<file path="src/rtl/fetch_buffer.sv">
// Instruction fetch stage: owns the fetch PC, issues imemory requests and queues returned words for decode.
// Optional FETCH_BYPASS_EN forwards a response straight to decode when the queue is empty.
module fetch_buffer #(
   parameter int          DEPTH    = 4,
   parameter logic [31:0] PC_RESET = 32'h0100_0000
) (
   input  logic                     clock,
   input  logic                     reset,
   output logic [31:0]              imem_addr,
   output logic                     imem_req,
   input  logic [31:0]              imem_data,
   input  logic                     redirect,
   input  logic [31:0]              redirect_pc,
   output logic                     out_valid,
   input  logic                     out_ready,
   output logic [31:0]              out_inst,
   output logic [31:0]              out_pc,
   output logic [$clog2(DEPTH):0]   count
);

   localparam int AW = $clog2(DEPTH);
   localparam int CW = AW + 1;
   localparam logic [CW:0] DEPTH_LIM = (CW + 1)'(DEPTH);

   logic [31:0]   fetch_pc_r;
   logic [31:0]   req_pc_r;
   logic          inflight_r;
   logic [31:0]   inst_mem_r [DEPTH];
   logic [31:0]   pc_mem_r   [DEPTH];
   logic [AW-1:0] rd_ptr_r;
   logic [AW-1:0] wr_ptr_r;
   logic [CW-1:0] count_r;

   logic [CW:0]   occupancy_s;
   logic          fifo_empty_s;
   logic          issue_s;
   logic          bypass_s;
   logic          push_s;
   logic          pop_s;

   // Issue decision: reserve a slot for the in-flight response; same-cycle pops are not credited.
   always_comb begin
      occupancy_s  = {1'b0, count_r} + {{CW{1'b0}}, inflight_r};
      fifo_empty_s = (count_r == {CW{1'b0}});
      issue_s      = reset && !redirect && (occupancy_s < DEPTH_LIM);
   end

`ifdef FETCH_BYPASS_EN
   // Bypass is possible only when a response lands in an empty queue.
   always_comb begin
      bypass_s = fifo_empty_s && inflight_r && !redirect;
   end
`else
   // No bypass path in this build.
   always_comb begin
      bypass_s = 1'b0;
   end
`endif

   // Decode-side view of the head entry plus push/pop strobes.
   always_comb begin
      if (bypass_s) begin
         out_valid = 1'b1;
         out_inst  = imem_data;
         out_pc    = req_pc_r;
      end else begin
         out_valid = !fifo_empty_s;
         out_inst  = inst_mem_r[rd_ptr_r];
         out_pc    = pc_mem_r[rd_ptr_r];
      end
      // A bypassed word that decode takes immediately never enters the queue.
      push_s = inflight_r && !redirect && !(bypass_s && out_ready);
      pop_s  = !fifo_empty_s && out_ready;
   end

   // Output wiring of the fetch address and occupancy.
   always_comb begin
      imem_addr = fetch_pc_r;
      imem_req  = issue_s;
      count     = count_r;
   end

   // Fetch PC, request PC and in-flight tracking; redirect overrides everything.
   always_ff @(posedge clock or negedge reset) begin
      if (!reset) begin
         fetch_pc_r <= PC_RESET;
         req_pc_r   <= 32'h0000_0000;
         inflight_r <= 1'b0;
      end else if (redirect) begin
         fetch_pc_r <= redirect_pc & ~32'h0000_0003;
         inflight_r <= 1'b0;
      end else begin
         if (issue_s) begin
            req_pc_r   <= fetch_pc_r;
            fetch_pc_r <= fetch_pc_r + 32'h0000_0004;
         end
         inflight_r <= issue_s;
      end
   end

   // Queue pointers and occupancy; pointers wrap naturally since DEPTH is a power of two.
   always_ff @(posedge clock or negedge reset) begin
      if (!reset) begin
         rd_ptr_r <= {AW{1'b0}};
         wr_ptr_r <= {AW{1'b0}};
         count_r  <= {CW{1'b0}};
      end else if (redirect) begin
         rd_ptr_r <= {AW{1'b0}};
         wr_ptr_r <= {AW{1'b0}};
         count_r  <= {CW{1'b0}};
      end else begin
         if (push_s) begin
            wr_ptr_r <= wr_ptr_r + AW'(1);
         end
         if (pop_s) begin
            rd_ptr_r <= rd_ptr_r + AW'(1);
         end
         case ({push_s, pop_s})
            2'b10:   count_r <= count_r + CW'(1);
            2'b01:   count_r <= count_r - CW'(1);
            default: count_r <= count_r;
         endcase
      end
   end

   // Entry storage: instruction word tagged with the PC it was fetched from.
   always_ff @(posedge clock or negedge reset) begin
      if (!reset) begin
         for (int i = 0; i < DEPTH; i++) begin
            inst_mem_r[i] <= 32'h0000_0000;
            pc_mem_r[i]   <= 32'h0000_0000;
         end
      end else if (push_s) begin
         inst_mem_r[wr_ptr_r] <= imem_data;
         pc_mem_r[wr_ptr_r]   <= req_pc_r;
      end
   end

endmodule
</file>
<file path="config.mk">
export PLATFORM = sky130hd
export DESIGN_NAME = fetch_buffer
export DESIGN_NICKNAME = d
export VERILOG_FILES = /design/src/rtl/fetch_buffer.sv
export SDC_FILE = /design/constraint.sdc
export NUM_CORES = 1
export LEC_CHECK = 0
export BUFFER_PORTS_ARGS = -buffer_cell sky130_fd_sc_hd__buf_2
export CAP_MARGIN = 25
export CORE_ASPECT_RATIO = 1.4
export CORE_MARGIN = 2
export CORE_UTILIZATION = 40
export CTS_BUF_LIST = sky130_fd_sc_hd__clkbuf_16
export DETAILED_ROUTE_END_ITERATION = 8
export SYNTH_ARGS = -nofsm -noshare
export SYNTH_HDL_FRONTEND = slang
export SYNTH_SLANG_ARGS = --single-unit
</file>
<file path="constraint.sdc">
create_clock -name clock -period 2.5 [get_ports clock]
set_clock_uncertainty 0.1 [all_clocks]
set_input_delay 0.125 -clock clock [delete_from_list [all_inputs] [get_ports clock]]
set_output_delay 0.125 -clock clock [all_outputs]
set_load 0.005 [all_outputs]
</file>
==> metrics.yaml, run 1 <==
ys.flop_type: "dfrtp_1"
post_cts.repair.setup_buffers: 0
drc: 0
p_leak_uw: 0.00822
io_pins: 169
yosys.area.top_type: "dfrtp_1"
clkLatencyLatePin_ns: 0.51
synth_most_common_cell: "dfrtp_1"
yosys-top-cells-count: "315 x dfrtp_1, 248 x mux2_2, 126 x nand2_1, 62 x mux4_2, 34 x buf_2"
fp.dieW_um: 162
synthTopCellsByArea: "dfrtp_1 56%, mux2_2 20%, mux4_2 9.9%"
n_antenna_cell: 0
die-area_um2: 36700
synthCells: 990
synth_area_um2: 14100
ant_nets: 0
setup_viol: 0
grt_pass1_wl_mm: 51.9
synth_top_area_share_pct: 56.1
p_per_area_nw_per_um2: 998
area_delta_synth_final_pct: 22.7
num_rows: 81
drive_gt1_share_pct: 44.9
fin_crit_ns: 2.36
busiest_layer: "met2"
cts_buffers: 34
timing.setup.tns_ns: 0
path_max_fanout: 32
gp_congestion: 0.830
drt_pass1_iterations: 7
start_util_pct: 40.4
clockBufferDepth: 3
use_met1_pct: 22.5
critPathCaptureType: "output pin"
wl_mm: 32.2
post-dp-hpwl_mm: 20.5
hold_viol: 0
placed_area_um2: 15600
cts.sinks: 316
peakVddDrop_mv: 0.502
synthArstFlopShare_pct: 100
grt_pass1_vias: 9536
ys_seq_area_share_pct: 56.3
cp_slowest_stage_delay_ns: 0.56
path_clk_slew_ns: 0.06
hold_class: "in2reg"
grt_use_met3_pct: 2.85
avgRoutedWirePerCell_um: 18.9
synth_area_per_cell_um2: 14.2
path_buf_inv: 2
design_area_um2: 17200
worstSetupPathType: "reg2out"
timing.final.crit_share_pct: 94.5
status: "finished clean"
crit_chain: "buf_12 -> mux4_2 -> buf_2"
synth_warnings: 0
nNetsFinal: 1295
cp_top_family: "flip-flops"
grt_start_max_net_pins: 140
grt_overflow: 0
drt-initial-drc-count: 466
relSlewSlack_pct: 50.2
crit_slowest_cell: "dfrtp_4"
worstMarginPinSlew_ns: 0.746
die_y_um: 226
vias: 8998
synth_edf_count: 0
total_power_uw: 17200
pre_cts_ws_ns: 0.365
rsz0062_at_grt: "false"
cts_tree: "built"
htreeDepth: 2
setup_ws_ns: 0.138
fin_util_pct: 49.6
core_um2: 34800
root_buffer: "clkbuf_16"
grt_util_met2_pct: 32.1
max_freq_ghz: 0.423
ys_seq_elements: 316
cp.required_ns: 2.28
grtUsageTotal_pct: 17.9
fillCellCount: 3017
yosysUniqueCellTypes: 47
worst-endpoint-arrival_ns: 2.14
antenna_found_initial: 0
maxSlewViolCount: 0
start_kind: "flip-flop"
port_buffers: 162
viasPerCell: 5.29
max-cap-violations: 0
-- flip-flops by register name (all words and copies together) (netlist names) --
signal and flops:
count 3, imem_addr 30, inflight_r 1, inst_mem_r 128, pc_mem_r 120, rd_ptr_r 2, req_pc_r 30, wr_ptr_r 2
-- tightest hold or removal path: stages --
cell and delay [ns]:
dlygate4sd3_1 0.51, buf_2 0.09, nand2_1 0.05, o211ai_1 0.07
-- layer usage --
metal  up-vias  routed length [um]
li1       4070                   -
met1      4674               13500
met2       219               16700
met3        35                1400
met4         0                 620
met5         -                   0
-- logic make-up after synthesis --
family	count (synthesis)	share of synthesized area, %
flip-flops	316	56.3
multiplexers	312	30.0
AND/OR/NAND/NOR	210	7.14
buffers and inverters	70	2.31
AO/OA/AOI/OAI	67	3.21
XOR/XNOR	8	0.499
adder cells (fa/ha/maj)	6	0.588
other	1	0.0267
-- metrics by stage --
stage               std cells  hold WS, ns
floorplan                 993       -0.271
global placement         1576        0.254
detailed placement       1576        0.249
CTS                      1700        0.232
global route             1700        0.281
finish                   1700        0.274
-- final timing paths --
kind                                   to             from  cells past startpoint  slack (ns)
max                          out_inst[12]      rd_ptr_r[0]                      3        0.14
max in group asynchronous    req_pc_r[30]            reset                      3        1.44
min reg2reg                inst_mem_r[50]   inst_mem_r[50]                      1        0.40
max reg2reg                 imem_addr[20]     imem_addr[2]                      6        0.37
min in group asynchronous     rd_ptr_r[1]            reset                      3        0.29
min                         imem_addr[26]  redirect_pc[26]                      4        0.27
-- where the power goes --
part	total [uW]	switching (uW)	internal, uW
clock network	4600	1970	2630
registers	7580	1030	6550
logic	5030	2010	3020
-- area by class of cell --
type	instances	area [um2]	area share (%)
sequential	316	7920	45.9
timing repair buffer	254	1860	10.8
multi-input combinational	607	5870	34.0
tap	456	571	3.31
clock buffer	35	876	5.08
clock inverter	24	128	0.740
inverter	8	30.0	0.174
-- placed cells by master, fill, tap and decap left out, types with 4 or more instances in the layout --
| cell | instances |
|---|---|
| conb_1 | 4 |
| inv_1 | 19 |
| and3_1 | 4 |
| mux4_2 | 62 |
| dlygate4sd3_1 | 65 |
| nand4_1 | 8 |
| nor2b_1 | 5 |
| mux2_2 | 248 |
| clkbuf_16 | 35 |
| nand2_4 | 4 |
| or3_1 | 5 |
| o21ai_0 | 23 |
| a21oi_1 | 7 |
| clkinv_2 | 5 |
| buf_12 | 15 |
| o211ai_1 | 10 |
| a41oi_1 | 4 |
| nand3_1 | 22 |
| buf_4 | 12 |
| ha_1 | 5 |
| buf_2 | 161 |
| xor2_1 | 5 |
| nor2_1 | 16 |
| dfrtp_1 | 313 |
| nand2_1 | 122 |
| clkinv_1 | 5 |
| o311ai_0 | 11 |
-- what timing repair did --
action,in CTS,in global routing
hold endpoints to repair,479,0
gates resized for setup,0,0
hold buffers,65,0
(Power assumes the default switching activity.)
==> run 2: changes to the inputs <==
==> constraint.sdc (replaced) <==
create_clock -name clock -period 3.1 [get_ports clock]
set_clock_uncertainty 0.1 [all_clocks]
set_input_delay 0.155 -clock clock [delete_from_list [all_inputs] [get_ports clock]]
set_output_delay 0.155 -clock clock [all_outputs]
set_load 0.005 [all_outputs]
==> run 2 against run 1 <==
  * Sequential power decreased by 19%
  * Final cell count down 0.12%
  * Global-route usage rose by 0.083 points
  * Design area shrank 0.27%
==> metrics.yaml, run 2 (same netlist as run 1, synthesis figures left out) <==
status: "finished clean"
ctsResizeCount: 0
worstSetupPathType: "reg2out"
reg.largest.list: "inst_mem_r: 128 flops, pc_mem_r: 120 flops"
cp.required_ns: 2.84
cts_hold_buf: 65
area_delta_synth_final_pct: 22.4
drt_pass1_iterations: 4
wl_mm: 32.1
port_buffers: 162
path_max_fanout: 17
root_buffer: "clkbuf_16"
nNetsFinal: 1293
clkLatencyLatePin_ns: 0.52
grt_start_max_net_pins: 129
gp_congestion: 0.810
grt_overflow: 0
total_power_uw: 14100
drt-initial-drc-count: 459
rsz0062_at_grt: "false"
fp.dieW_um: 162
critPathCaptureType: "output pin"
maxSlewViolCount: 0
p_per_area_nw_per_um2: 819
drive_gt1_share_pct: 44.9
relSlewSlack_pct: 51.9
final_cell_mix: "313 x dfrtp_1, 248 x mux2_2, 161 x buf_2"
worstMarginPinSlew_ns: 0.722
timing.setup.tns_ns: 0
grtUsageTotal_pct: 18.0
die_y_um: 226
hold_viol: 0
htreeDepth: 2
grt_pass1_vias: 9482
max-cap-violations: 0
regMostFlops: "inst_mem_r"
largest_reg_flops: 128
cts_buffers: 34
clockBufferDepth: 3
path_clk_slew_ns: 0.06
timing.final.crit_share_pct: 80.7
io_pins: 169
ant_nets: 0
worst-endpoint-arrival_ns: 2.25
start_util_pct: 40.4
rrSetupSlack_ns: 0.94
pre_cts_ws_ns: 0.880
post-dp-hpwl_mm: 20.3
hold_class: "in2async"
drc: 0
die-area_um2: 36700
final_common_cell: "dfrtp_1"
setup_viol: 0
fin_crit_ns: 2.50
antenna_found_initial: 0
viasPerCell: 5.24
vias: 8897
core_um2: 34800
fin_util_pct: 49.5
cts.sinks: 316
peakVddDrop_mv: 0.378
max_freq_ghz: 0.400
n_antenna_cell: 0
num_rows: 81
post_cts.repair.setup_buffers: 0
setup_ws_ns: 0.599
grt_pass1_wl_mm: 51.9
avgRoutedWirePerCell_um: 18.9
p_leak_uw: 0.00818
start_kind: "flip-flop"
cts_tree: "built"
-- run 2: routing by layer --
metal	routed length [um]	up-vias	part of all wire [%]	track usage, %
met4	727	0	2.3	5.37
met5	0	-	0	0
li1	-	4070	-	-
met3	1270	40	3.9	2.92
met2	16200	188	51	30.9
met1	13900	4599	43	23.6
-- run 2: final cells by class --
cell class	instances	area, um2
Tap cell	456	571
Sequential cell	316	7920
Inverter	8	30.0
Multi-Input combinational cell	607	5870
Timing Repair Buffer	252	1750
Clock inverter	22	146
Fill cell	3056	17600
Clock buffer	37	926
-- run 2: through the flow --
stage	hold WS [ns]	instances	instance area, um2
3_5_place_dp	-0.0238	1574	15500
2_1_floorplan	-0.241	993	14100
5_1_grt	0.0420	1698	17200
3_3_place_gp	-0.0298	1574	15500
6_report	0.0191	1698	17200
4_1_cts	0.0204	1698	17200
-- run 2: report_power, final --
part	switching (uW)	internal, uW	total (uW)	leakage, uW
clock network	1620	2300	3920	0.000554
logic	1590	2420	4010	0.00351
registers	880	5280	6160	0.00412
total	4090	10000	14100	0.00818
-- run 2: worst paths after layout --
| path | startpoint | to | cells past startpoint |
|---|---|---|---|
| max in group asynchronous | reset | rd_ptr_r[0] | 3 |
| min in group clock | redirect_pc[30] | imem_addr[30] | 4 |
| setup reg to reg | imem_addr[2] | imem_addr[20] | 6 |
| hold reg to reg | pc_mem_r[59] | pc_mem_r[59] | 1 |
| setup / recovery | rd_ptr_r[0] | out_inst[4] | 3 |
| hold / removal | reset | inst_mem_r[89] | 2 |
-- run 2: worst max-delay path, stage by stage, from the launching register on --
cell and delay (ns):
dfrtp_4 0.70, buf_4 0.34, mux4_2 0.54, buf_2 0.14
==> run 3: changes to the inputs <==
==> constraint.sdc (replaced) <==
create_clock -name clock -period 2.31 [get_ports clock]
set_clock_uncertainty 0.1 [all_clocks]
set_input_delay 0.1155 -clock clock [delete_from_list [all_inputs] [get_ports clock]]
set_output_delay 0.1155 -clock clock [all_outputs]
set_load 0.005 [all_outputs]
==> run 3 against run 2 <==
  * Non-clock buffer count rose by 12
  * Global-route usage rose by 0.093 points
  * Final cell count rose by 0.82%
==> metrics.yaml, run 3 (same netlist as run 1, synthesis figures left out) <==
whs_ns: 0.203
ant_nets: 0
grt_start_max_net_pins: 133
port_buffers: 162
die_y_um: 226
n_antenna_cell: 0
worstSetupPathType: "reg2out"
switchingPower_uw: 5560
drt_pass1_iterations: 9
clkLatencyLatePin_ns: 0.52
total_power_uw: 19100
drt-initial-drc-count: 422
fin_util_pct: 50.1
clkPwrFrac_pct: 27.6
fp.dieW_um: 162
intPower_uw: 13600
wl_mm: 32.8
cp_slowest_stage_delay_ns: 0.60
viasPerCell: 5.26
num_rows: 81
reg.largest.list: "inst_mem_r: 128 flops, pc_mem_r: 120 flops"
final_common_cell: "dfrtp_1"
p_leak_uw: 0.00829
setup_viol: 0
gp_congestion: 0.817
regMostFlops: "inst_mem_r"
cp_top_family: "multiplexers"
path_clk_slew_ns: 0.06
start_util_pct: 40.4
max-cap-violations: 0
worstMarginPinSlew_ns: 0.906
reg2reg_from: "count[2]"
hold_viol: 0
status: "finished clean"
critPathCaptureType: "output pin"
fin_crit_ns: 2.25
rrSetupSlack_ns: 0.21
io_pins: 169
core_um2: 34800
largest_reg_flops: 128
rsz0062_at_grt: "true"
hold_class: "in2async"
worst-endpoint-arrival_ns: 2.03
combPwrFrac_pct: 29.7
final_cell_mix: "313 x dfrtp_1, 248 x mux2_2, 160 x buf_2"
vias: 8997
antenna_found_initial: 0
clockBufferDepth: 3
peakVddDrop_mv: 0.553
timing.final.crit_share_pct: 97.4
cts.sinks: 316
grt_overflow: 0
max_freq_ghz: 0.445
maxSlewViolCount: 0
design_area_um2: 17400
cp.required_ns: 2.09
path_buf_inv: 2
root_buffer: "clkbuf_16"
path_max_fanout: 22
drive_gt1_share_pct: 45.5
die-area_um2: 36700
worstRegToRegCells: 7
cts_buffers: 34
placed_area_um2: 15600
grt_pass1_vias: 9639
post_cts.repair.setup_buffers: 0
seqPwrFrac_pct: 42.7
avgRoutedWirePerCell_um: 19.1
htreeDepth: 2
rr_endpoint: "count[2]"
grt_pass1_wl_mm: 52.4
area_delta_synth_final_pct: 24.0
start_kind: "flip-flop"
cts_tree: "built"
drc: 0
post-dp-hpwl_mm: 20.8
p_per_area_nw_per_um2: 1100
relSlewSlack_pct: 39.6
crit_chain: "buf_16 -> mux4_2 -> buf_6"
timing.setup.tns_ns: 0
nNetsFinal: 1305
swShare_pct: 29.1
crit_slowest_cell: "mux4_2"
grtUsageTotal_pct: 18.1
## run 3: per-stage QoR
step                      cells  setup WS, ns
after floorplan             993        0.0488
after global placement     1584         0.235
after detailed placement   1584         0.251
after CTS                  1711       -0.0370
after global routing       1712      -0.00544
final                      1712        0.0607
## run 3: worst max path at each step
stage,cells past startpoint,from,endpoint,slack [ns]
3_3_place_gp,7,count[2],count[2],0.23
2_1_floorplan,7,count[1],count[2],0.05
6_report,3,rd_ptr_r[0],out_pc[19],0.06
5_1_grt,3,rd_ptr_r[0],out_pc[19],-0.005
3_5_place_dp,7,count[1],count[2],0.25
4_1_cts,3,rd_ptr_r[0],out_pc[8],-0.04
## run 3: power by group through the flow
stage	registers (uW)	logic, uW	clock network [uW]
floorplan	7850	3650	0
global placement	8170	5530	0
detailed placement	8280	5630	0
CTS	8180	5750	5470
global route	8420	6230	5690
finish	8180	5680	5270
## run 3: tightest hold or removal path: cells and delay by family
| kind | cells | cell delay (ns) |
|---|---|---|
| buf+inv | 3 | 1.17 |
## run 3: layout make-up
type                       count  area (um2)
inverter                       8        30.0
timing repair buffer         264        1970
fill                        3059       17300
multi-input combinational    607        5870
tap                          456         571
clock inverter                24         159
clock buffer                  37         926
sequential                   316        7920
## run 3: routing by layer
metal / global-route usage (%) / wire (um) / up-vias
li1: - / - / 4101
met1: 22.9 / 13800 / 4653
met2: 31.8 / 16800 / 193
met3: 3.03 / 1380 / 50
met4: 5.57 / 818 / 0
met5: 0 / 0 / -
## run 3: repair_timing
item	4_1_cts	5_1_grt
hold buffers	66	0
cloned	0	1
pin swaps	0	0
gates resized for setup	1	2
endpoints found under the setup margin	17	36
hold endpoints to repair	477	0
